### config.mk
export PLATFORM = sky130hd
export DESIGN_NAME = vram_bus_responder_flat
export DESIGN_NICKNAME = d
export VERILOG_FILES = /design/src/rtl/vram_bus_responder_pkg.sv /design/src/rtl/vram_bus_responder_if.sv /design/src/rtl/vram_bus_responder_cycle_counter.sv /design/src/rtl/vram_bus_responder.sv /design/src/flat_wrapper.sv
export SDC_FILE = /design/constraint.sdc
export NUM_CORES = 1
export LEC_CHECK = 0
export ABC_AREA = 1
export BUFFER_PORTS_ARGS = -buffer_cell sky130_fd_sc_hd__buf_2
export CAP_MARGIN = 10
export CORE_ASPECT_RATIO = 1.2
export CORE_MARGIN = 1
export CORE_UTILIZATION = 45
export CTS_CLUSTER_SIZE = 16
export DETAILED_ROUTE_END_ITERATION = 10
export GPL_TIMING_DRIVEN = 0
export HOLD_SLACK_MARGIN = 0.02
export PLACE_DENSITY = 0.76
export SLEW_MARGIN = 10
export SYNTH_ARGS = -nofsm -noshare
export SYNTH_HDL_FRONTEND = slang
export SYNTH_SLANG_ARGS = --single-unit
### constraint.sdc
create_clock -name MCKR -period 3 [get_ports MCKR]
set_input_delay 0.3 -clock MCKR [delete_from_list [all_inputs] [get_ports MCKR]]
set_output_delay 0.3 -clock MCKR [all_outputs]
set_load 0.005 [all_outputs]
### src/rtl/vram_bus_responder_pkg.sv
// Shared types and bus constants for the video-board bus responder.
package video_bus_pkg;

  // Responder cycle states.
  typedef enum logic [2:0] {
    IDLE,
    WAIT,
    ARB,
    ACCESS,
    RDWAIT,
    ACK
  } resp_state_t;

  // R_b_Vs_W encoding.
  localparam logic READ  = 1'b1;
  localparam logic WRITE = 1'b0;

endpackage

### src/rtl/vram_bus_responder_if.sv
// CPU bus and local RAM port seen by the VRAM responder.
interface vram_bus_responder_if #(
  parameter int ADDR_W = 12
);
  // CPU side
  logic [22:0]       A;
  logic [15:0]       D_in;
  logic              AS_b;
  logic              UDS_b;
  logic              LDS_b;
  logic              R_b_Vs_W;
  logic              SEL_b;
  logic              VID_SLOT;
  logic              DTACK_b;
  logic [15:0]       D_out;
  logic              DOE;
  // RAM side
  logic [ADDR_W-1:0] MEM_ADDR;
  logic [15:0]       MEM_WDATA;
  logic              MEM_WE_H;
  logic              MEM_WE_L;
  logic              MEM_RE;
  logic [15:0]       MEM_RDATA;

  modport slave (
    input  A, D_in, AS_b, UDS_b, LDS_b, R_b_Vs_W, SEL_b, VID_SLOT, MEM_RDATA,
    output DTACK_b, D_out, DOE, MEM_ADDR, MEM_WDATA, MEM_WE_H, MEM_WE_L, MEM_RE
  );

  modport master (
    output A, D_in, AS_b, UDS_b, LDS_b, R_b_Vs_W, SEL_b, VID_SLOT, MEM_RDATA,
    input  DTACK_b, D_out, DOE, MEM_ADDR, MEM_WDATA, MEM_WE_H, MEM_WE_L, MEM_RE
  );

endinterface

### src/rtl/vram_bus_responder_cycle_counter.sv
// 4-bit loadable down-counter; done flags the last counted cycle.
module cycle_counter (
  input  logic       clk,
  input  logic       rst_n,
  input  logic       load,
  input  logic [3:0] load_val,
  input  logic       en,
  output logic       done
);

  logic [3:0] count;

  // A load of N makes done rise on the Nth cycle after the load edge.
  assign done = (count <= 4'd1);

  // Load has priority; decrement saturates at zero.
  always_ff @(posedge clk or negedge rst_n) begin
    if (!rst_n)                count <= 4'd0;
    else if (load)             count <= load_val;
    else if (en && count != 0) count <= count - 4'd1;
  end

endmodule

### src/rtl/vram_bus_responder.sv
// VRAM bus-slave responder: wait states, video-slot arbitration, one RAM
// access per CPU cycle, registered DTACK_b / read data back to the CPU.
module vram_bus_responder
  import video_bus_pkg::*;
#(
  parameter int ADDR_W      = 12,
  parameter int WAIT_STATES = 1,
  parameter int MEM_LAT     = 1
) (
  input  logic MCKR,
  input  logic SYSRES_b,
  vram_bus_responder_if.slave bus
);

  localparam logic [3:0] WS_CNT  = 4'(WAIT_STATES);
  localparam logic [3:0] LAT_CNT = 4'(MEM_LAT);

  resp_state_t state, next_state;
  logic        armed;
  logic        req;
  logic        dir;
  logic [1:0]  mask;
  logic        cnt_load;
  logic        cnt_en;
  logic        cnt_done;
  logic [3:0]  cnt_val;
  logic        unused_a;

  // Upper CPU address bits are decoded externally into SEL_b.
  assign unused_a = ^bus.A[22:ADDR_W];

  // armed blocks a retrigger until AS_b has been seen high after a cycle.
  assign req = armed && !bus.AS_b && !bus.SEL_b && (!bus.UDS_b || !bus.LDS_b);

  cycle_counter u_cnt (
    .clk      (MCKR),
    .rst_n    (SYSRES_b),
    .load     (cnt_load),
    .load_val (cnt_val),
    .en       (cnt_en),
    .done     (cnt_done)
  );

  // State register.
  always_ff @(posedge MCKR or negedge SYSRES_b) begin
    if (!SYSRES_b) state <= IDLE;
    else           state <= next_state;
  end

  // Next state and counter control; AS_b high aborts any pre-ACK state.
  always_comb begin
    next_state = state;
    cnt_load   = 1'b0;
    cnt_val    = WS_CNT;
    cnt_en     = 1'b0;
    case (state)
      IDLE: begin
        if (req) begin
          if (WAIT_STATES > 0) begin
            next_state = WAIT;
            cnt_load   = 1'b1;
          end else begin
            next_state = ARB;
          end
        end
      end
      WAIT: begin
        if (bus.AS_b)      next_state = IDLE;
        else if (cnt_done) next_state = ARB;
        else               cnt_en     = 1'b1;
      end
      ARB: begin
        if (bus.AS_b)          next_state = IDLE;
        else if (!bus.VID_SLOT) next_state = ACCESS;
      end
      ACCESS: begin
        // A write strobe issued this cycle stands even if AS_b rose.
        if (bus.AS_b)          next_state = IDLE;
        else if (dir == WRITE) next_state = ACK;
        else begin
          next_state = RDWAIT;
          cnt_load   = 1'b1;
          cnt_val    = LAT_CNT;
        end
      end
      RDWAIT: begin
        if (bus.AS_b)      next_state = IDLE;
        else if (cnt_done) next_state = ACK;
        else               cnt_en     = 1'b1;
      end
      ACK: begin
        if (bus.AS_b) next_state = IDLE;
      end
      default: next_state = IDLE;
    endcase
  end

  // Latch address, data, byte lanes and direction at the request edge.
  always_ff @(posedge MCKR or negedge SYSRES_b) begin
    if (!SYSRES_b) begin
      bus.MEM_ADDR  <= '0;
      bus.MEM_WDATA <= '0;
      mask          <= 2'b00;
      dir           <= WRITE;
      armed         <= 1'b0;
    end else begin
      if (state == IDLE && req) begin
        bus.MEM_ADDR  <= bus.A[ADDR_W-1:0];
        bus.MEM_WDATA <= bus.D_in;
        mask          <= {~bus.UDS_b, ~bus.LDS_b};
        dir           <= bus.R_b_Vs_W;
        armed         <= 1'b0;
      end else if (bus.AS_b) begin
        armed <= 1'b1;
      end
    end
  end

  // Registered strobes and acknowledge, decoded from the state being entered.
  always_ff @(posedge MCKR or negedge SYSRES_b) begin
    if (!SYSRES_b) begin
      bus.MEM_WE_H <= 1'b0;
      bus.MEM_WE_L <= 1'b0;
      bus.MEM_RE   <= 1'b0;
      bus.DTACK_b  <= 1'b1;
      bus.DOE      <= 1'b0;
    end else begin
      bus.MEM_WE_H <= (next_state == ACCESS) && (dir == WRITE) && mask[1];
      bus.MEM_WE_L <= (next_state == ACCESS) && (dir == WRITE) && mask[0];
      bus.MEM_RE   <= (next_state == ACCESS) && (dir == READ);
      bus.DTACK_b  <= !(next_state == ACK);
      bus.DOE      <= (next_state == ACK) && (dir == READ);
    end
  end

  // Read data captured on the last RDWAIT edge; held across aborts.
  always_ff @(posedge MCKR or negedge SYSRES_b) begin
    if (!SYSRES_b)                                  bus.D_out <= '0;
    else if (state == RDWAIT && next_state == ACK) bus.D_out <= bus.MEM_RDATA;
  end

endmodule

### src/flat_wrapper.sv
// flat-port wrapper written by rule: the top's interface ports become plain ports
module vram_bus_responder_flat import video_bus_pkg::*;
#(
  parameter int ADDR_W      = 12,
  parameter int WAIT_STATES = 1,
  parameter int MEM_LAT     = 1
)
  (MCKR, SYSRES_b, bus_A, bus_D_in, bus_AS_b, bus_UDS_b, bus_LDS_b, bus_R_b_Vs_W, bus_SEL_b, bus_VID_SLOT, bus_MEM_RDATA, bus_DTACK_b, bus_D_out, bus_DOE, bus_MEM_ADDR, bus_MEM_WDATA, bus_MEM_WE_H, bus_MEM_WE_L, bus_MEM_RE);
  vram_bus_responder_if #(.ADDR_W(ADDR_W)) bus_i ();
  input  logic MCKR;
  input  logic SYSRES_b;
  input wire logic [$bits(bus_i.A)-1:0] bus_A;
  input wire logic [$bits(bus_i.D_in)-1:0] bus_D_in;
  input wire logic [$bits(bus_i.AS_b)-1:0] bus_AS_b;
  input wire logic [$bits(bus_i.UDS_b)-1:0] bus_UDS_b;
  input wire logic [$bits(bus_i.LDS_b)-1:0] bus_LDS_b;
  input wire logic [$bits(bus_i.R_b_Vs_W)-1:0] bus_R_b_Vs_W;
  input wire logic [$bits(bus_i.SEL_b)-1:0] bus_SEL_b;
  input wire logic [$bits(bus_i.VID_SLOT)-1:0] bus_VID_SLOT;
  input wire logic [$bits(bus_i.MEM_RDATA)-1:0] bus_MEM_RDATA;
  output wire logic [$bits(bus_i.DTACK_b)-1:0] bus_DTACK_b;
  output wire logic [$bits(bus_i.D_out)-1:0] bus_D_out;
  output wire logic [$bits(bus_i.DOE)-1:0] bus_DOE;
  output wire logic [$bits(bus_i.MEM_ADDR)-1:0] bus_MEM_ADDR;
  output wire logic [$bits(bus_i.MEM_WDATA)-1:0] bus_MEM_WDATA;
  output wire logic [$bits(bus_i.MEM_WE_H)-1:0] bus_MEM_WE_H;
  output wire logic [$bits(bus_i.MEM_WE_L)-1:0] bus_MEM_WE_L;
  output wire logic [$bits(bus_i.MEM_RE)-1:0] bus_MEM_RE;
  assign bus_i.A = bus_A;
  assign bus_i.D_in = bus_D_in;
  assign bus_i.AS_b = bus_AS_b;
  assign bus_i.UDS_b = bus_UDS_b;
  assign bus_i.LDS_b = bus_LDS_b;
  assign bus_i.R_b_Vs_W = bus_R_b_Vs_W;
  assign bus_i.SEL_b = bus_SEL_b;
  assign bus_i.VID_SLOT = bus_VID_SLOT;
  assign bus_i.MEM_RDATA = bus_MEM_RDATA;
  assign bus_DTACK_b = bus_i.DTACK_b;
  assign bus_D_out = bus_i.D_out;
  assign bus_DOE = bus_i.DOE;
  assign bus_MEM_ADDR = bus_i.MEM_ADDR;
  assign bus_MEM_WDATA = bus_i.MEM_WDATA;
  assign bus_MEM_WE_H = bus_i.MEM_WE_H;
  assign bus_MEM_WE_L = bus_i.MEM_WE_L;
  assign bus_MEM_RE = bus_i.MEM_RE;
  vram_bus_responder #(.ADDR_W(ADDR_W), .WAIT_STATES(WAIT_STATES), .MEM_LAT(MEM_LAT)) u_core (.MCKR(MCKR), .SYSRES_b(SYSRES_b), .bus(bus_i));
endmodule
==> reports/qor.yml, run 1 <==
drt:
  drtIter0Drc: 100
  firstDrtPassIters: 9
  detail_route.wl_per_cell_um: 12.59
  antenna_left: 0
  vias_per_cell: 4.734
  totalWireLength_um: 5111
  drc: 12
  dr_total_vias: 1922
logic_synthesis:
  syn_std_cell_area_um2: 2591
  synth_sequential_area_ratio_pct: 57.99
  ys.warnings.count: 0
  synth_seq_cells: 60
  post_synth_inst_count: 228
  syn_area_per_cell_um2: 11.37
  top_post_synthesis_cells_by_area: "dfrtp_1 (57%), mux2_4 (12%), nand2_1 (5.4%)"
  post-synth-top-area-cell: "dfrtp_1"
  syn_nets: 294
  netlist-cell-type-count: 28
  synthDominantCellAreaShare_pct: 56.98
flow_run:
  max_cap_viol_count: 0
place:
  place_ws_ns: 1.329
  placed_cells_incl_taps: 390
  dp.final_hpwl_um: 3628
  placed_cell_area_um2: 3172
  numPortBuffers: 100
  routabilityCongestion: 0.8466
clocking:
  clk_root_buffer_cell: "clkbuf_8"
  worstSkewPairLatency_ns: 0.33
  numCtsBuffers: 9
  post_cts_hold_buffer_count: 0
  cts.reportedPaths.clkPinSlew_ns: 0.07
  tritoncts_num_sinks: 60
  post_cts_resized: 0
  cts_setup_buffers: 0
  tritoncts: "done"
  clock_path_buffers: 2
  h_tree_lvls: 3
floorplan:
  initial_utilization_pct: 47.93
  die-area_um2: 6067
  die_x_um: 71.27
  rows: 29
  design.core.area_um2: 5406
  floorplan.io_pins: 112
  die_height_um: 85.13
critical_path:
  crit_path_end_kind: "flip-flop"
  cell_at_the_slowest_stage_of_the_critical_path: "dfrtp_1"
  critical_path_class: "flip-flop to flip-flop"
  timing.critical_path.required_ns: 3.22
  path_buf_inv: 1
  crit_arrival_ns: 1.90
  critical_path.top_delay_family: "simple AND/OR/NAND/NOR gates"
  setup.worst_path.start_class: "flip-flop"
  path_max_fanout: 4
  critical_path.cell_chain: "inv_1 > ha_1 > o21ai_0 > nand2_1 > nor2_1 > nand3_1 > nand2_1 > nor2_1"
  critical-path-max-stage-delay_ns: 0.37
cells_and_area:
  design_area_um2: 3390
  layout_common_cells: "buf_2 (101), dfrtp_1 (59), nand2_1 (37), inv_1 (29), mux2_4 (20)"
  layout.cells.most_common: "buf_2"
  num_antenna_cells: 0
  syn2layout_area_growth_pct: 30.81
  final_nets: 405
  layout.cells.non_filler: 406
  drive_gt1_share_pct: 44.48
  fill_cells: 438
power:
  cellLeakagePower_uw: 0.001854
  total_power_density_per_cell_area_nw_per_um2: 967.5
  peakVddDrop_mv: 0.4030
sta:
  final_critical_path_setup_slack_ns: 1.315
  fmax_ghz: 0.5935
  final.setup_skew_ns: 0.009163
  tightest_slew_ns: 0.7276
  report.final.hold_viol_count: 0
  grt_setup_unrepaired: "no"
  minimum_period_implied_by_the_final_worst_setup_slack_ns: 1.685
  slew_headroom_pct: 51.49
  slew_viol_final: 0
  final_min_period_over_clock_period_pct: 56.16
  hold_ws_ns: 0.02613
  finalSetupViolCount: 0
  timing.setup.tns_ns: 0
global_route:
  grt_antenna_before_repair: 0
  pin_count_of_the_biggest_net_entering_global_routing: 61
  gr-total-overflow: 0
  gr-usage-all-layers_pct: 18.10
  first_global_vias: 1819
  first_pass_grt_wire_length_um: 8466
worst_hold_path:
  min-delay-path-class: "primary input to asynchronous set/reset pin"
outcome:
  failed_checks: "DRC"
  outcome: "finished, violations left"
[through the flow]
stage	total power, uW	utilization (%)
6_report	3280	62.69
5_1_grt	3505	62.69
4_1_cts	3317	62.69
3_5_place_dp	2496	58.67
3_3_place_gp	2453	58.62
2_1_floorplan	2036	-
[cell families (layout without fill, tap and decap cells)]
kind of cell,count (synthesis),in the layout,share of synthesized area (%)
mux,28,28,15.07
simple gates,70,70,12.02
fa+ha+maj,3,3,1.449
xor+xnor,1,1,0.3381
compound gates,29,29,6.084
flops,60,60,57.99
buf+inv,37,153,7.050
[cell type report]
type	count	area (um^2)	share of cell area [%]
clock buffer	12	145.1	4.282
buffer	6	66.31	1.956
timing repair buffer	100	503.0	14.84
tap	62	77.57	2.289
clock inverter	4	72.57	2.141
sequential	60	1503	44.33
inverter	31	116.4	3.433
multi-input combinational	131	905.9	26.73
[registers in the layout, summed over array words and instances, names as in the netlist]
name,cells
u_core.armed,1
u_core.state,3
u_core.bus.MEM_ADDR,12
u_core.bus.MEM_RE,1
u_core.dir,1
u_core.u_cnt.count,4
u_core.bus.MEM_WDATA,16
u_core.mask,2
u_core.bus.DOE,1
u_core.bus.D_out,16
u_core.bus.DTACK_b,1
u_core.bus.MEM_WE_H,1
u_core.bus.MEM_WE_L,1
[metal layers]
layer	vias up	part of all wire [%]	global-route usage [%]	wire, um
met5	-	0	0	0
met4	0	1.5	8.182	79
met3	7	7.2	5.107	368
met2	74	48	29.70	2458
met1	886	43	22.12	2204
li1	955	-	-	-
[report_power, final]
| part | leakage [uW] | internal [uW] | switching (uW) |
|---|---|---|---|
| logic | 0.000997 | 640 | 502 |
| registers | 0.000751 | 1150 | 188 |
| clock network | 0.000107 | 490 | 305 |
| total | 0.00185 | 2280 | 995 |
[synth_stat cells]
library cell  instances
a2bb2oi_1             1
nor2_8                1
dfrtp_1              59
nand2_1              37
mux2_2                5
nand3_1               7
buf_2                 2
o21ai_0               9
nor2_1               18
ha_1                  3
nor3_1                2
inv_2                 2
dfstp_2               1
xor2_1                1
nand3_2               2
o22ai_1               1
mux2_4               20
o211ai_2              1
a21oi_1               5
buf_12                2
nand3b_1              1
inv_1                29
clkbuf_2              1
buf_6                 1
nor4_1                1
nor2_2                1
mux2_1                3
o21ai_1              12
[final timing paths]
check | startpoint | end | slack, ns | cells past startpoint
max in group asynchronous | SYSRES_b | u_core.bus.D_out[15] | 2.48 | 1
worst max-delay path | u_core.u_cnt.count[0] | u_core.u_cnt.count[2] | 1.32 | 8
worst min register to register | u_core.bus.D_out[7] | u_core.bus.D_out[7] | 0.48 | 2
worst max register to register | u_core.u_cnt.count[0] | u_core.u_cnt.count[2] | 1.32 | 8
min in group MCKR | bus_UDS_b | u_core.mask[1] | 0.15 | 2
worst min-delay path | SYSRES_b | u_core.bus.MEM_RE | 0.03 | 1
Note: power is estimated with default switching activity, not from simulation.
==> run 2, diff against run 1 <==
ABC_AREA = 0   (was 1)
clock period = 1.7 ns   (was 3 ns; I/O delays follow)
==> reports/qor.yml, run 2 <==
outcome:
  outcome: "finished, violations left"  # unchanged
  failed_checks: "DRC"  # unchanged
drt:
  dr_total_vias: 1772  # was 1,922
  totalWireLength_um: 5117  # was 5111 um
  firstDrtPassIters: 9  # unchanged
  vias_per_cell: 4.895  # was 4.734
  drtIter0Drc: 62  # was 100
  antenna_left: 0  # unchanged
  drc: 13  # was 12
  detail_route.wl_per_cell_um: 14.14  # was 12.59 um
global_route:
  grt_antenna_before_repair: 0  # unchanged
  first_pass_grt_wire_length_um: 8162  # was 8466 um
  pin_count_of_the_biggest_net_entering_global_routing: 61  # unchanged
  gr-total-overflow: 0  # unchanged
  gr-usage-all-layers_pct: 18.01  # was 18.10%
  first_global_vias: 1764  # was 1,819
cells_and_area:
  top_regs: "u_core.bus.D_out (16), u_core.bus.MEM_WDATA (16), u_core.bus.MEM_ADDR (12)"  # unchanged
  layout_common_cells: "buf_2 (99), dfrtp_1 (58), mux2_4 (26), mux2_2 (19)"  # was buf_2 (101), dfrtp_1 (59), nand2_1 (37), inv_1 (29), mux2_4 (20)
  drive_gt1_share_pct: 64.00  # was 44.48%
  num_antenna_cells: 0  # unchanged
  layout.cells.non_filler: 362  # was 406
  design_area_um2: 3518  # was 3390 um^2
  syn2layout_area_growth_pct: 36.44  # was 30.81%
  fill_cells: 421  # was 438
  final_core_util_pct: 65.08  # was 62.69%
  layout.cells.most_common: "buf_2"  # unchanged
  final_nets: 361  # was 405
place:
  placed_cell_area_um2: 3196  # was 3172 um^2
  place_ws_ns: -0.1999  # was 1.329 ns
  numPortBuffers: 100  # unchanged
  dp.final_hpwl_um: 3558  # was 3628 um
  routabilityCongestion: 0.8101  # was 0.8466
  placed_cells_incl_taps: 333  # was 390
logic_synthesis:
  top_post_synthesis_cells_by_area: "dfrtp_1 (57%), mux2_4 (15%), mux2_2 (8.7%)"  # was dfrtp_1 (57%), mux2_4 (12%), nand2_1 (5.4%)
  asyncSetResetFlopFracSynth_pct: 100.0  # unchanged
  syn_nets: 237  # was 294
  syn_std_cell_area_um2: 2579  # was 2591 um^2
  post_synth_inst_count: 171  # was 228
  synth_sequential_area_ratio_pct: 58.27  # was 57.99%
  synthDominantCellAreaShare_pct: 57.25  # was 56.98%
  synth.most_common_cell: "dfrtp_1"  # unchanged
  ys.warnings.count: 0  # unchanged
  netlist-cell-type-count: 36  # was 28
  synth_edf_count: 0  # unchanged
  post-synth-top-area-cell: "dfrtp_1"  # unchanged
  syn_area_per_cell_um2: 15.08  # was 11.37 um^2
  post_synth_most_frequent_cells: "dfrtp_1 (59), mux2_4 (25), mux2_2 (20)"  # was dfrtp_1 (59), nand2_1 (37), inv_1 (29)
  synth_ff_type: "dfrtp_1"  # unchanged
  synth_seq_cells: 60  # unchanged
sta:
  final.setup_skew_ns: 0.008699  # was 0.009163 ns
  fmax_ghz: 0.6065  # was 0.5935 GHz
  minimum_period_implied_by_the_final_worst_setup_slack_ns: 1.649  # was 1.685 ns
  slew_headroom_pct: 51.19  # was 51.49%
  report.final.hold_viol_count: 0  # unchanged
  tightest_slew_ns: 0.7321  # was 0.7276 ns
  slew_viol_final: 0  # unchanged
  hold_ws_ns: 0.05414  # was 0.02613 ns
  grt_setup_unrepaired: "yes"  # was no
  finalSetupViolCount: 0  # unchanged
  final_critical_path_setup_slack_ns: 0.05113  # was 1.315 ns
  final_min_period_over_clock_period_pct: 96.99  # was 56.16%
floorplan:
  rows: 29  # unchanged
  die_x_um: 71.11  # was 71.27 um
  die-area_um2: 6039  # was 6067 um^2
  design.core.area_um2: 5406  # unchanged
  die_height_um: 84.93  # was 85.13 um
  floorplan.io_pins: 112  # unchanged
  initial_utilization_pct: 47.70  # was 47.93%
critical_path:
  crit_path_end_kind: "flip-flop"  # unchanged
  setup.worst_path.start_class: "flip-flop"  # unchanged
  path_max_fanout: 10  # was 4
  crit_path_frequent_cell: "buf_6"
  timing.critical_path.required_ns: 1.91  # was 3.22 ns
  cell_at_the_slowest_stage_of_the_critical_path: "dfrtp_1"  # unchanged
  path_buf_inv: 2  # was 1
  critical_path.cell_chain: "buf_6 > nor4b_4 > nand3_4 > buf_6 > mux2_4"  # was inv_1 > ha_1 > o21ai_0 > nand2_1 > nor2_1 > nand3_1 > nand2_1 > nor2_1
  critical-path-max-stage-delay_ns: 0.37  # about the same
  critical_path_class: "flip-flop to flip-flop"  # unchanged
  crit_arrival_ns: 1.86  # was 1.90 ns
  critical_path.top_delay_family: "simple AND/OR/NAND/NOR gates"  # unchanged
flow_run:
  max_cap_viol_count: 0  # unchanged
power:
  power.share.switching_pct: 28.75  # was 30.34%
  cellLeakagePower_uw: 0.001876  # was 0.001854 uW
  peakVddDrop_mv: 1.048  # was 0.4030 mV
  internal-power_uw: 3723  # was 2284 uW
  total_power_density_per_cell_area_nw_per_um2: 1485  # was 967.5 nW/um^2
  power.share.clock_pct: 21.4  # was 24.2%
  switching_power_uw: 1502  # was 995.2 uW
  seqPwrFrac_pct: 43.1  # was 40.9%
  comb_power_share_pct: 35.5  # was 34.8%
clocking:
  tritoncts_num_sinks: 60  # unchanged
  worstSkewPairLatency_ns: 0.33  # about the same
  tritoncts: "done"  # unchanged
  numCtsBuffers: 9  # unchanged
  h_tree_lvls: 3  # unchanged
  clk_root_buffer_cell: "clkbuf_8"  # unchanged
  clock_path_buffers: 2  # unchanged
  cts.reportedPaths.clkPinSlew_ns: 0.06  # was 0.07 ns
worst_hold_path:
  min-delay-path-class: "primary input to flip-flop"  # was primary input to asynchronous set/reset pin
-- run 2: worst paths after layout --
kind,cells after the start,slack (ns),start,end
max reg2reg,5,0.05,u_core.state[0],u_core.bus.MEM_WDATA[1]
max in group asynchronous,2,0.71,SYSRES_b,u_core.u_cnt.count[0]
min in group asynchronous,2,0.46,SYSRES_b,u_core.bus.MEM_ADDR[6]
min,2,0.05,bus_UDS_b,u_core.mask[1]
min reg2reg,2,0.48,u_core.mask[1],u_core.mask[1]
max,5,0.05,u_core.state[0],u_core.bus.MEM_WDATA[1]
-- run 2: cells by family after synthesis --
logic type,share of synthesized area (%)
XOR/XNOR,0.6794
multiplexers,23.29
AND/OR/NAND/NOR,8.540
adder cells (fa/ha/maj),1.456
buffers and inverters,3.057
flip-flops,58.27
AO/OA/AOI/OAI,4.707
-- run 2: timing repair --
item / in CTS / in global routing
hold endpoints to repair: 59 / 0
pin swaps: 7 / 5
resized for setup: 5 / 6
gates cloned: 0 / 1
endpoints found under the setup margin: 18 / 41
setup buffers: 3 / 8
hold buffers: 1 / 0
-- run 2: layer usage --
metal / vias up / routed length (um) / GRT usage [%]
met5: - / 0 / 0
met4: 0 / 78 / 10.91
met3: 6 / 273 / 4.632
met2: 60 / 2651 / 29.46
met1: 853 / 2113 / 21.31
li1: 853 / - / -
-- run 2: layout make-up --
type / instances / area (um^2) / share of cell area [%]
Buffer: 6 / 67.56 / 1.920
Clock buffer: 12 / 155.1 / 4.410
Clock inverter: 4 / 23.77 / 0.6757
Inverter: 4 / 15.01 / 0.4267
Multi-Input combinational cell: 101 / 1052 / 29.91
Sequential cell: 60 / 1504 / 42.75
Tap cell: 62 / 77.57 / 2.205
Timing Repair Buffer: 113 / 623.1 / 17.71
-- run 2: worst reg2reg max path, cell delays in order (launching register included) --
cell	delay, ns
dfrtp_1	0.37
buf_6	0.14
nor4b_4	0.35
nand3_4	0.18
buf_6	0.20
mux2_4	0.31
-- run 2: power by group through the flow --
| stage | logic, uW | clock network, uW | registers, uW |
|---|---|---|---|
| 2_1_floorplan | 1040 | 0 | 2300 |
| 3_3_place_gp | 1740 | 0 | 2240 |
| 3_5_place_dp | 1780 | 0 | 2270 |
| 4_1_cts | 1830 | 1160 | 2250 |
| 5_1_grt | 2010 | 1220 | 2320 |
| 6_report | 1850 | 1120 | 2250 |
-- run 2: per-stage QoR --
stage	TNS (ns)	power [uW]
after floorplan	0	3333
after global placement	-1.940	3983
after detailed placement	-2.283	4051
after CTS	0	5243
after global routing	-0.1238	5554
final	0	5225
==> run 3, diff against run 2 <==
CORE_MARGIN = 5   (was 1)
==> reports/qor.yml, run 3 (same netlist as run 2, synthesis figures left out) <==
sta:
  fmax_ghz: 0.6026  # was 0.6065 GHz
  final_min_period_over_clock_period_pct: 97.61  # was 96.99%
  finalSetupViolCount: 0  # unchanged
  minimum_period_implied_by_the_final_worst_setup_slack_ns: 1.659  # was 1.649 ns
  grt_setup_unrepaired: "yes"  # unchanged
  slew_viol_final: 0  # unchanged
  tightest_slew_ns: 0.7091  # was 0.7321 ns
  report.final.hold_viol_count: 0  # unchanged
  final.setup_skew_ns: 0.007730  # was 0.008699 ns
  slew_headroom_pct: 52.72  # was 51.19%
drt:
  drtIter0Drc: 56  # was 62
  vias_per_cell: 4.997  # was 4.895
  detail_route.wl_per_cell_um: 15.01  # was 14.14 um
  firstDrtPassIters: 4  # was 9
  drc: 0  # was 13
  antenna_left: 0  # unchanged
  totalWireLength_um: 5432  # was 5117 um
  dr_total_vias: 1809  # was 1,772
power:
  total_power_density_per_cell_area_nw_per_um2: 1620  # was 1485 nW/um^2
  total_power_uw: 5770  # was 5225 uW
  peakVddDrop_mv: 1.150  # was 1.048 mV
  cellLeakagePower_uw: 0.001884  # was 0.001876 uW
floorplan:
  die-area_um2: 7351  # was 6039 um^2
  die_x_um: 79.11  # was 71.11 um
  die_height_um: 92.93  # was 84.93 um
  initial_utilization_pct: 45.80  # was 47.70%
  floorplan.io_pins: 112  # unchanged
  rows: 30  # was 29
  design.core.area_um2: 5630  # was 5406 um^2
cells_and_area:
  layout.cells.most_common: "buf_2"  # unchanged
  layout_common_cells: "buf_2 (99), dfrtp_1 (57), mux2_4 (25), mux2_2 (20), buf_4 (12)"  # was buf_2 (99), dfrtp_1 (58), mux2_4 (26), mux2_2 (19)
  drive_gt1_share_pct: 65.10  # was 64.00%
  num_antenna_cells: 0  # unchanged
  final_nets: 359  # was 361
  layout.cells.non_filler: 362  # unchanged
  sequential_cell_area_um2: 1505  # was 1504 um^2
  multi_input_comb_area_um2: 1051  # was 1052 um^2
  fill_cells: 440  # was 421
  top_regs: "u_core.bus.D_out (16), u_core.bus.MEM_WDATA (16), u_core.bus.MEM_ADDR (12)"  # unchanged
  syn2layout_area_growth_pct: 38.09  # was 36.44%
place:
  dp.final_hpwl_um: 3945  # was 3558 um
  routabilityCongestion: 0.7618  # was 0.8101
  numPortBuffers: 100  # unchanged
  placed_cells_incl_taps: 335  # was 333
clocking:
  clk_root_buffer_cell: "clkbuf_8"  # unchanged
  numCtsBuffers: 9  # unchanged
  clock_path_buffers: 2  # unchanged
  h_tree_lvls: 3  # unchanged
  cts.reportedPaths.clkPinSlew_ns: 0.07  # was 0.06 ns
  tritoncts_num_sinks: 60  # unchanged
  tritoncts: "done"  # unchanged
  worstSkewPairLatency_ns: 0.34  # was 0.33 ns
global_route:
  gr-usage-all-layers_pct: 15.57  # was 18.01%
  first_pass_grt_wire_length_um: 8763  # was 8162 um
  grt_antenna_before_repair: 0  # unchanged
  gr-total-overflow: 0  # unchanged
  pin_count_of_the_biggest_net_entering_global_routing: 61  # unchanged
  first_global_vias: 1903  # was 1,764
worst_hold_path:
  min_delay_path_depth: 2  # unchanged
  min-delay-path-class: "primary input to flip-flop"  # unchanged
critical_path:
  timing.critical_path.required_ns: 1.96  # was 1.91 ns
  crit_arrival_ns: 1.92  # was 1.86 ns
  path_max_fanout: 4  # was 10
  critical_path_class: "flip-flop to flip-flop"  # unchanged
  r2r_cells: 6  # was 5
  crit_path_end_kind: "flip-flop"  # unchanged
  setup.worst_path.start_class: "flip-flop"  # unchanged
outcome:
  outcome: "complete, no violations"  # was finished, violations left
flow_run:
  max_cap_viol_count: 0  # unchanged
-- run 3: critical path: stages, from the launching register on --
cell     delay [ns]
dfrtp_2        0.41
inv_2          0.07
ha_4           0.17
o31a_1         0.32
buf_4          0.15
or3_1          0.34
a21oi_1        0.13
-- run 3: stage by stage --
stage | worst slack (ns) | hold WS (ns) | utilization, % | cell area [um^2] | setup TNS (ns)
2_1_floorplan | 0.0008871 | -0.1256 | - | 2615 | 0
3_3_place_gp | -0.1631 | 0.3796 | 56.76 | 3196 | -1.738
3_5_place_dp | -0.2124 | 0.2818 | 56.80 | 3198 | -2.511
5_1_grt | -0.02860 | 0.04316 | 63.24 | 3561 | -0.02860
4_1_cts | 0.0005231 | 0.04334 | 62.33 | 3510 | 0
6_report | 0.04060 | 0.05992 | 63.24 | 3561 | 0
-- run 3: layout make-up --
type                       count  share of cell area [%]
clock inverter                 5                   2.987
timing repair buffer         111                   16.51
clock buffer                  11                   4.252
multi-input combinational    101                   29.52
inverter                       4                  0.4216
buffer                         6                   1.792
sequential                    60                   42.27
tap                           64                   2.249
-- run 3: final timing paths --
kind / startpoint / endpoint / slack (ns)
max: u_core.u_cnt.count[0] / u_core.u_cnt.count[1] / 0.04
min: bus_A[6] / u_core.bus.MEM_ADDR[6] / 0.06
max reg2reg: u_core.u_cnt.count[0] / u_core.u_cnt.count[1] / 0.04
min reg2reg: u_core.armed / u_core.armed / 0.49
max in group asynchronous: SYSRES_b / u_core.state[1] / 0.75
min in group asynchronous: SYSRES_b / u_core.bus.MEM_ADDR[1] / 0.44
-- run 3: power breakdown --
part	switching (uW)	internal, uW	leakage, uW	total, uW
combinational	718	1180	0.00101	1900
sequential	299	1960	0.000748	2260
clock	559	1060	0.000126	1620
-- run 3: metal layers --
metal / track usage, % / vias to the layer above / part of all wire (%)
li1: - / 855 / -
met1: 18.73 / 870 / 39
met2: 24.65 / 70 / 50
met3: 4.183 / 14 / 7.1
met4: 9.599 / 0 / 3.2
met5: 0 / - / 0
-- run 3: repair_timing --
item | in CTS | in global routing
hold buffers | 1 | 0
gates cloned | 0 | 0
pin swaps | 4 | 6
setup buffers | 5 | 5
hold endpoints to repair | 59 | 0
setup endpoints to repair | 40 | 38
resized for setup | 3 | 6
